File: src/rtl/ind7seg_pkg.sv
// ---------------------------------------------------------------------------
// ind7seg_pkg
//   Shared definitions for the 7-segment scan controller:
//     - commit FSM state encoding
//     - segment-off pattern as a function of polarity
//     - hex glyph table (segments a..g in bits 0..6)
//   Revision: 1.0
// ---------------------------------------------------------------------------
`default_nettype none

package ind7seg_pkg;

  typedef enum logic [0:0] {
    ST_IDLE = 1'b0,
    ST_PEND = 1'b1
  } state_t;

  // Pattern that turns every segment of one digit off.
  function automatic logic [7:0] off_pattern(input int active_low);
    return (active_low != 0) ? 8'hFF : 8'h00;
  endfunction

  // Standard 0-F glyphs, active-high, bit0 = a ... bit6 = g.
  localparam logic [6:0] HEX_GLYPH [16] = '{
    7'h3F, 7'h06, 7'h5B, 7'h4F, 7'h66, 7'h6D, 7'h7D, 7'h07,
    7'h7F, 7'h6F, 7'h77, 7'h7C, 7'h39, 7'h5E, 7'h79, 7'h71
  };

  function automatic logic [6:0] hex_glyph(input logic [3:0] nibble);
    return HEX_GLYPH[nibble];
  endfunction

endpackage

`default_nettype wire

File: src/rtl/counter.sv
// ---------------------------------------------------------------------------
// counter
//   Generic wrap-around counter 0..MAX with enable, direction and load.
//   Ports:
//     clk, rst_n      clock, asynchronous active-low reset (count -> 0)
//     en              advance one step this cycle
//     updown          1 = count up (MAX wraps to 0), 0 = count down
//     load/load_value synchronous load, takes priority over en
//     count           current value
//   Revision: 1.0
// ---------------------------------------------------------------------------
`default_nettype none

module counter #(
  parameter int WIDTH = 4,
  parameter int MAX   = 15
) (
  input  logic             clk,
  input  logic             rst_n,
  input  logic             en,
  input  logic             updown,
  input  logic             load,
  input  logic [WIDTH-1:0] load_value,
  output logic [WIDTH-1:0] count
);

  localparam logic [WIDTH-1:0] MAX_V = WIDTH'(MAX);

  always_ff @(posedge clk or negedge rst_n) begin
    if (!rst_n) begin
      count <= '0;
    end else if (load) begin
      count <= load_value;
    end else if (en) begin
      if (updown) begin
        count <= (count == MAX_V) ? '0 : count + 1'b1;
      end else begin
        count <= (count == '0) ? MAX_V : count - 1'b1;
      end
    end
  end

endmodule

`default_nettype wire

File: src/rtl/ind7seg_frame_buf.sv
// ---------------------------------------------------------------------------
// ind7seg_frame_buf
//   Double-buffered COUNT-digit segment store.
//   Optional macro: IND7SEG_HEX_DECODE_EN -- decode hex nibble + dp on the
//   write path; otherwise bytes are stored verbatim.
//   Ports:
//     clk, rst_n   clock, asynchronous active-low reset (all entries OFF)
//     wr_en        completed host handshake this cycle
//     wr_addr      digit index; indices >= COUNT are dropped
//     wr_data      host byte
//     copy         front <= back (all digits, single edge)
//     blank        force OFF on data without touching the front buffer
//     data         front buffer, digit i in bits [i*8+7:i*8]
//   Revision: 1.0
// ---------------------------------------------------------------------------
`default_nettype none

module ind7seg_frame_buf
  import ind7seg_pkg::*;
#(
  parameter int BITS           = 3,
  parameter int COUNT          = 8,
  parameter int SEG_ACTIVE_LOW = 0
) (
  input  logic               clk,
  input  logic               rst_n,
  input  logic               wr_en,
  input  logic [BITS-1:0]    wr_addr,
  input  logic [7:0]         wr_data,
  input  logic               copy,
  input  logic               blank,
  output logic [COUNT*8-1:0] data
);

  localparam logic [7:0] OFF = off_pattern(SEG_ACTIVE_LOW);

  logic [7:0] back  [COUNT];
  logic [7:0] front [COUNT];
  logic [7:0] seg_byte;

`ifdef IND7SEG_HEX_DECODE_EN
  logic [7:0] seg_raw;
  logic       unused_bits;
  assign unused_bits = ^wr_data[6:4];
  assign seg_raw     = {wr_data[7], hex_glyph(wr_data[3:0])};
  assign seg_byte    = (SEG_ACTIVE_LOW != 0) ? ~seg_raw : seg_raw;
`else
  assign seg_byte = wr_data;
`endif

  // Address compare is done at 32 bits so out-of-range indices never alias
  // onto a real digit.
  always_ff @(posedge clk or negedge rst_n) begin
    if (!rst_n) begin
      for (int i = 0; i < COUNT; i++) begin
        back[i]  <= OFF;
        front[i] <= OFF;
      end
    end else begin
      for (int i = 0; i < COUNT; i++) begin
        if (wr_en && (32'(wr_addr) == i)) begin
          back[i] <= seg_byte;
        end
        if (copy) begin
          front[i] <= back[i];
        end
      end
    end
  end

  for (genvar g = 0; g < COUNT; g++) begin : g_data
    assign data[g*8 +: 8] = blank ? OFF : front[g];
  end

endmodule

`default_nettype wire

File: src/rtl/ind7seg_scan_ctrl.sv
// ---------------------------------------------------------------------------
// ind7seg_scan_ctrl
//   Scan sequencer and tear-free frame-buffer controller for a multiplexed
//   7-segment driver.
//   Optional macro: IND7SEG_HEX_DECODE_EN (hex decode on the write path).
//   Ports:
//     clk          system clock, rising edge
//     rst          asynchronous reset, active-low
//     wr_valid/wr_ready/wr_addr/wr_data   host write port (back buffer)
//     commit       request back->front copy at the next frame boundary
//     commit_done  one-cycle pulse after the copy
//     blank        force all-off pattern on data
//     strobe       one-cycle pulse per digit dwell
//     frame_start  strobe that wraps the digit index to 0
//     data         displayed frame, digit i in bits [i*8+7:i*8]
//   Revision: 1.0
// ---------------------------------------------------------------------------
`default_nettype none

module ind7seg_scan_ctrl
  import ind7seg_pkg::*;
#(
  parameter int BITS           = 3,
  parameter int COUNT          = 8,
  parameter int DIV            = 1000,
  parameter int DIV_BITS       = 10,
  parameter int SEG_ACTIVE_LOW = 0
) (
  input  logic               clk,
  input  logic               rst,
  input  logic               wr_valid,
  output logic               wr_ready,
  input  logic [BITS-1:0]    wr_addr,
  input  logic [7:0]         wr_data,
  input  logic               commit,
  output logic               commit_done,
  input  logic               blank,
  output logic               strobe,
  output logic               frame_start,
  output logic [COUNT*8-1:0] data
);

  logic [DIV_BITS-1:0] prescaler;
  logic [BITS-1:0]     digit;
  logic                boundary;
  logic                copy;
  state_t              state;

  counter #(.WIDTH(DIV_BITS), .MAX(DIV - 1)) u_prescaler (
    .clk        (clk),
    .rst_n      (rst),
    .en         (1'b1),
    .updown     (1'b1),
    .load       (1'b0),
    .load_value ('0),
    .count      (prescaler)
  );

  counter #(.WIDTH(BITS), .MAX(COUNT - 1)) u_digit (
    .clk        (clk),
    .rst_n      (rst),
    .en         (strobe),
    .updown     (1'b1),
    .load       (1'b0),
    .load_value ('0),
    .count      (digit)
  );

  assign strobe      = (prescaler == DIV_BITS'(DIV - 1));
  assign boundary    = strobe && (digit == BITS'(COUNT - 1));
  assign frame_start = boundary;
  assign wr_ready    = (state == ST_IDLE);
  // Only a commit already pending can copy; a commit arriving on a boundary
  // cycle waits a whole frame so the copy always lands on a clean wrap.
  assign copy        = (state == ST_PEND) && boundary;

  always_ff @(posedge clk or negedge rst) begin
    if (!rst) begin
      state       <= ST_IDLE;
      commit_done <= 1'b0;
    end else begin
      commit_done <= 1'b0;
      case (state)
        ST_IDLE: if (commit) state <= ST_PEND;
        ST_PEND: if (boundary) begin
          state       <= ST_IDLE;
          commit_done <= 1'b1;
        end
        default: state <= ST_IDLE;
      endcase
    end
  end

  ind7seg_frame_buf #(
    .BITS           (BITS),
    .COUNT          (COUNT),
    .SEG_ACTIVE_LOW (SEG_ACTIVE_LOW)
  ) u_frame_buf (
    .clk     (clk),
    .rst_n   (rst),
    .wr_en   (wr_valid && wr_ready),
    .wr_addr (wr_addr),
    .wr_data (wr_data),
    .copy    (copy),
    .blank   (blank),
    .data    (data)
  );

endmodule

`default_nettype wire

File: config.mk
export PLATFORM = sky130hd
export DESIGN_NAME = ind7seg_scan_ctrl
export DESIGN_NICKNAME = d
export VERILOG_FILES = /design/src/rtl/ind7seg_pkg.sv /design/src/rtl/counter.sv /design/src/rtl/ind7seg_frame_buf.sv /design/src/rtl/ind7seg_scan_ctrl.sv
export SDC_FILE = /design/constraint.sdc
export NUM_CORES = 1
export LEC_CHECK = 0
export CORE_MARGIN = 4
export CORE_UTILIZATION = 55
export CTS_CLUSTER_SIZE = 24
export DETAILED_ROUTE_END_ITERATION = 6
export PLACE_DENSITY = 0.87
export SLEW_MARGIN = 20
export SYNTH_ARGS = -nofsm -noshare
export SYNTH_HDL_FRONTEND = slang
export SYNTH_SLANG_ARGS = --single-unit
File: constraint.sdc
create_clock -name clk -period 2.4 [get_ports clk]
set_input_delay 0.36 -clock clk [delete_from_list [all_inputs] [get_ports clk]]
set_output_delay 0.36 -clock clk [all_outputs]
set_load 0.01 [all_outputs]
### Word-level counts from Yosys, hierarchy flattened

Cells that the tools add are included.

* output and inout port bits: 68
* register bits: 143

* bitwise operators: 1
* eq/ne operators: 9
* add/subtract/negate cells: 2
* reductions and logical operators: 12
* multiplexer cells: 15

Operators by type and width (number)
* 8-bit 2-to-1 mux: 8
* 3-bit equality test, second input constant: 5
* 1-bit logical AND: 11
* 10-bit by 1-bit adder with 10-bit output, second input constant: 1
* 10-bit equality test, second input constant: 1
* 10-bit 2-to-1 mux: 1
* 3-bit by 2-bit equality test with 1-bit output, second input constant: 2
* 1-bit 2-to-1 mux: 4
* 3-bit by 1-bit adder with 3-bit output, second input constant: 1
* 3-bit by 1-bit equality test with 1-bit output, second input constant: 1
* 3-bit logical NOT: 1
* 3-bit 2-to-1 mux: 1
* 1-bit one-hot mux with 2 select lines: 1
* 1-bit NOT: 1

### Logic depth before layout (Yosys ltp)

* depth in word-level cells: 4
* mapped depth: 6
* depth with buffers taken out: 5

### Cells and area by module

Synthesis repeated with hierarchy kept, for this count alone.

* cell total of the unflattened synthesis: 525
* area total of the unflattened synthesis: 6651.4 um^2

Modules (own cells, without submodules)
* ind7seg_frame_buf: seq. area each 3203.1 um^2, area an instance 5235.0 um^2, times used 1, cells an instance 349
* counter (u_prescaler): seq. area each 250.2 um^2, area an instance 994.7 um^2, times used 1, cells an instance 135
* counter (u_digit): seq. area each 75.1 um^2, area an instance 234.0 um^2, times used 1, cells an instance 25
* ind7seg_scan_ctrl: seq. area each 50.0 um^2, area an instance 187.7 um^2, times used 1, cells an instance 16

### Least setup slack after synthesis

OpenSTA, ideal clock, no wires.

* path kind: register -> output
* start: register u_prescaler.count[0]
* end: output frame_start
* data required time: 2040 ps
* cell stages (with the launch flop): 6
* slack: 588 ps
* data arrival time: 1452 ps
* path through: dfrtp_1 ha_1 nand4bb_1 nor3b_2 buf_2 and2_1

* word-level cells in the longest chain between the ends: 2

RTL lines
* start: declaration: RTL line counter.sv:24 `output logic [WIDTH-1:0] count`
* start signal: assignment: RTL line counter.sv:33 `count <= load_value;`
* start signal: assignment: RTL line counter.sv:36 `count <= (count == MAX_V) ? '0 : count + 1'b1;`
* start signal: assignment: RTL line counter.sv:38 `count <= (count == '0) ? MAX_V : count - 1'b1;`
* 10-bit equality test: RTL line ind7seg_scan_ctrl.sv:69 `assign strobe = (prescaler == DIV_BITS'(DIV - 1));`
* named net strobe: RTL line ind7seg_scan_ctrl.sv:38 `output logic strobe,`
* 1-bit logical AND: RTL line ind7seg_scan_ctrl.sv:70 `assign boundary = strobe && (digit == BITS'(COUNT - 1));`
* end: declaration: RTL line ind7seg_scan_ctrl.sv:39 `output logic frame_start,`

The timed path passes the listed nets, and every way through them passes these cells.

### Worst setup path in the final report

* start: register u_prescaler.count[0]
* end: output strobe

* word-level cells in the longest chain between the ends: 1

RTL lines (RTL line)
* 10-bit equality test: ind7seg_scan_ctrl.sv:69
* end: declaration: ind7seg_scan_ctrl.sv:38

Every way passes these cells.

==> summary.md <==
| Metric | Value |
|---|---|
| Peak supply drop | `530 uV` |
| Final-report hold violation count | `0` |
| Main combinational cell family by area after synthesis | `multiplexers` |
| CTS root buf | `clkbuf_8` |
| Clock Latency Late Sink | `0.53 ns` |
| CP arrival | `1.86 ns` |
| Rows | `38` |
| Fmax | `0.450 GHz` |
| Slew Viols, Final | `0` |
| Crit-path slowest cell | `dfrtp_1` |
| Vias per cell | `5.39` |
| Simple-Gate Fraction of Synth Area | `10.3%` |
| Syn_nets | `430` |
| Crit-path max FO | `10` |
| Met1 WL | `5560 microns` |
| Yosys reg bits | `143` |
| CP top delay family | `buffers and inverters` |
| CTS Buf Count | `17` |
| Worst reg2reg path startpoint | `u_prescaler.count[0]` |
| CP startpoint kind | `register` |
| Final wirelength | `13,300 microns` |
| Static leakage | `0.00396 uW` |
| Post-Synth Adder-Cell Area | `0.609%` |
| Post-layout min period | `2.22 ns` |
| Overall Power | `5310 uW` |
| Register area share after synthesis | `58.0%` |
| GRT Total Usage | `21.6%` |
| Worst rel slew slack | `60.5%` |
| CTS tree | `built` |
| Syn Area/Cell | `15.0 sq um` |
| IO buf count | `83` |
| Crit path to | `strobe` |
| Clock sink count | `143` |
| Core Area | `10,900 sq um` |
| Hold Path Class | `in2async` |
| Diode count | `0` |
| Complex-gate fraction of the synthesized area | `0.568%` |
| CP Class | `reg2out` |
| Worst R2R Setup Slack | `0.38 ns` |
| Starting Density | `56.6%` |
| Fill cell total of the finished layout | `728` |
| DR vias | `3,601` |
| Unrepaired setup endpoints after global routing | `false` |
| Commonest non-fill, non-tap cell in the layout | `dfrtp_1` |
| Post-Place Setup Slack | `0.193 ns` |
| Die Area | `13,000 sq um` |
| Fin Clk Skew | `0.00579 ns` |
| Final Setup Violations | `0` |
| Cell Pwr Density | `674 nW/um^2` |
| Grt total ovfl | `0` |
| Cell Chain, Critical Path | `ha_4, nand4bb_4, nor3b_4, buf_4, buf_6, clkbuf_2` |
| FF-to-FF path depth | `8` |
| CP endpoint kind | `output pin` |
| Synth-to-layout area growth | `27.7%` |
| Top Ports | `84` |
| Clock Pin Slew Worst Setup and Hold Paths | `0.06 ns` |
| H-tree Lvls | `4` |
| Drc violations | `0` |
| Critical path buffers and inverters | `3` |
| Cells after synthesis | `411` |
| Width of the die | `114 microns` |
| Vias in the first global route | `3,956` |
| Metal3 WL | `570 microns` |
| Library cells used by synthesis | `30` |
| Post-DP Area | `7190 sq um` |
| Final worst path period share | `92.7%` |
| Most frequent cells in the layout | `143 x dfrtp_1, 79 x clkdlybuf4s50_1, 72 x mux2_2` |
| GP Congestion | `0.786` |
| Post-synthesis xor/xnor area fraction | `0.710%` |
| Worst setup margin | `0.175 ns` |
| Register area | `3580 sq um` |
| Post-route ant nets | `0` |
| Nets | `534` |
| Stages on the worst setup path | `6` |
| Synth Cell Area | `6160 sq um` |
| Max Cap Viol | `0` |
| Max incr delay on CP | `0.39 ns` |
| DR WL met2 | `6920 microns` |
| Initial antenna violation count | `0` |
| Reg-to-reg endpoint | `u_frame_buf.front[46]` |
| First-pass GRT wire length | `21,200 microns` |
| Worst-Margin Slew | `0.592 ns` |
| Routed WL per cell | `19.8 microns` |
| Hpwl dp | `8530 microns` |
| Chip height | `114 microns` |
| Top Layer Used | `met4` |
| Mux cell area share after synthesis | `27.8%` |
| DRT iter0 DRCs | `200` |
| Max clock buf depth | `2` |
| Share of cells above drive strength 1 | `36.4%` |
| Crit path from | `u_prescaler.count[0]` |
| Largest net degree at the start of global routing | `66` |
| Multi-input gate area | `2500 sq um` |
| Worst path required time | `2.04 ns` |
| DR pass1 iterations | `4` |
| Total negative slack | `0 ns` |
| Design Area, Final | `7870 sq um` |
| Status | `complete, no violations` |
| Yosys synthesis warning count | `0` |
repair_timing:
item,4_1_cts,5_1_grt
pin swaps,1,0
setup buffers,4,0
hold buffers,1,0
hold endpoints to repair,62,0
endpoints found under the setup margin,2,1
gates resized for setup,7,2
worst min path at each step:
stage | startpoint | to | cells past startpoint
CTS | rst | u_frame_buf.front[19] | 2
global placement | rst | u_frame_buf.front[19] | 1
global route | rst | u_frame_buf.front[19] | 2
floorplan | rst | commit_done | 0
detailed placement | rst | u_frame_buf.front[19] | 1
finish | rst | u_frame_buf.front[19] | 2
through the flow:
| stage | hold WS, ns | util, % | cells |
|---|---|---|---|
| 2_1_floorplan | 0.0644 | - | 411 |
| 3_3_place_gp | 0.377 | 66.0 | 631 |
| 3_5_place_dp | 0.380 | 66.0 | 631 |
| 4_1_cts | 0.389 | 72.4 | 668 |
| 5_1_grt | 0.412 | 72.3 | 668 |
| 6_report | 0.382 | 72.3 | 668 |
power breakdown:
group	total [uW]	internal, uW	leakage, uW	switching, uW
clock network	2690	1720	0.000310	972
registers	2460	2440	0.00197	18.7
logic	156	55.2	0.00168	101
cell families after synthesis:
| family | count (synthesis) |
|---|---|
| AOI/OAI and AO/OA | 6 |
| xor gates and xnor gates | 5 |
| adders and majority gates | 3 |
| buffers and inverters | 20 |
| DFF | 143 |
| muxes | 132 |
| and+or+nand+nor | 102 |
per-layer routing:
layer  vias up  track usage (%)
met5         -                0
met2        96             37.3
met3        22             6.21
li1       1624                -
met1      1859             26.4
met4         0             6.41
flip-flops by register name, indices dropped and copies added, names as in the netlist:
signal             cells
state                  1
u_digit.count          3
u_frame_buf.back      64
commit_done            1
u_prescaler.count     10
u_frame_buf.front     64
final cells by class:
class	instances	share of cell area [%]
Sequential cell	143	45.4
Timing Repair Buffer	102	12.6
Tap cell	140	2.22
Multi-Input combinational cell	248	31.7
Inverter	3	0.143
Clock buffer	22	6.13
Clock inverter	10	1.68
synth_stat cells (all sizes together):
library cell,n,share of area [%]
dfrtp,143,58
mux2,132,28
nor2b,66,6.7
nor2,10,0.61
clkbuf,9,0.55
buf,8,1.3
nand3,6,0.69
nand2,4,0.24
nor3b,4,0.73
xor2,4,0.57
a21oi,3,0.24
ha,3,0.61
inv,3,0.18
and2,2,0.20
nand3b,2,0.24
nor3,2,0.16
a22o,1,0.14
a31oi,1,0.10
and3,1,0.10
and4,1,0.14
nand4,1,0.10
nand4bb,1,0.18
o21ai,1,0.081
or2,1,0.10
or3,1,0.10
xnor2,1,0.14
worst reg2reg max path, stage by stage (launching register included):
cell and delay [ns]:
dfrtp_1 0.39, ha_4 0.18, nand4bb_4 0.14, nor3b_4 0.21
buf_4 0.14, buf_6 0.14, nand3_4 0.10, buf_4 0.26
mux2_4 0.34
Note: power is estimated with default switching activity, not from simulation.
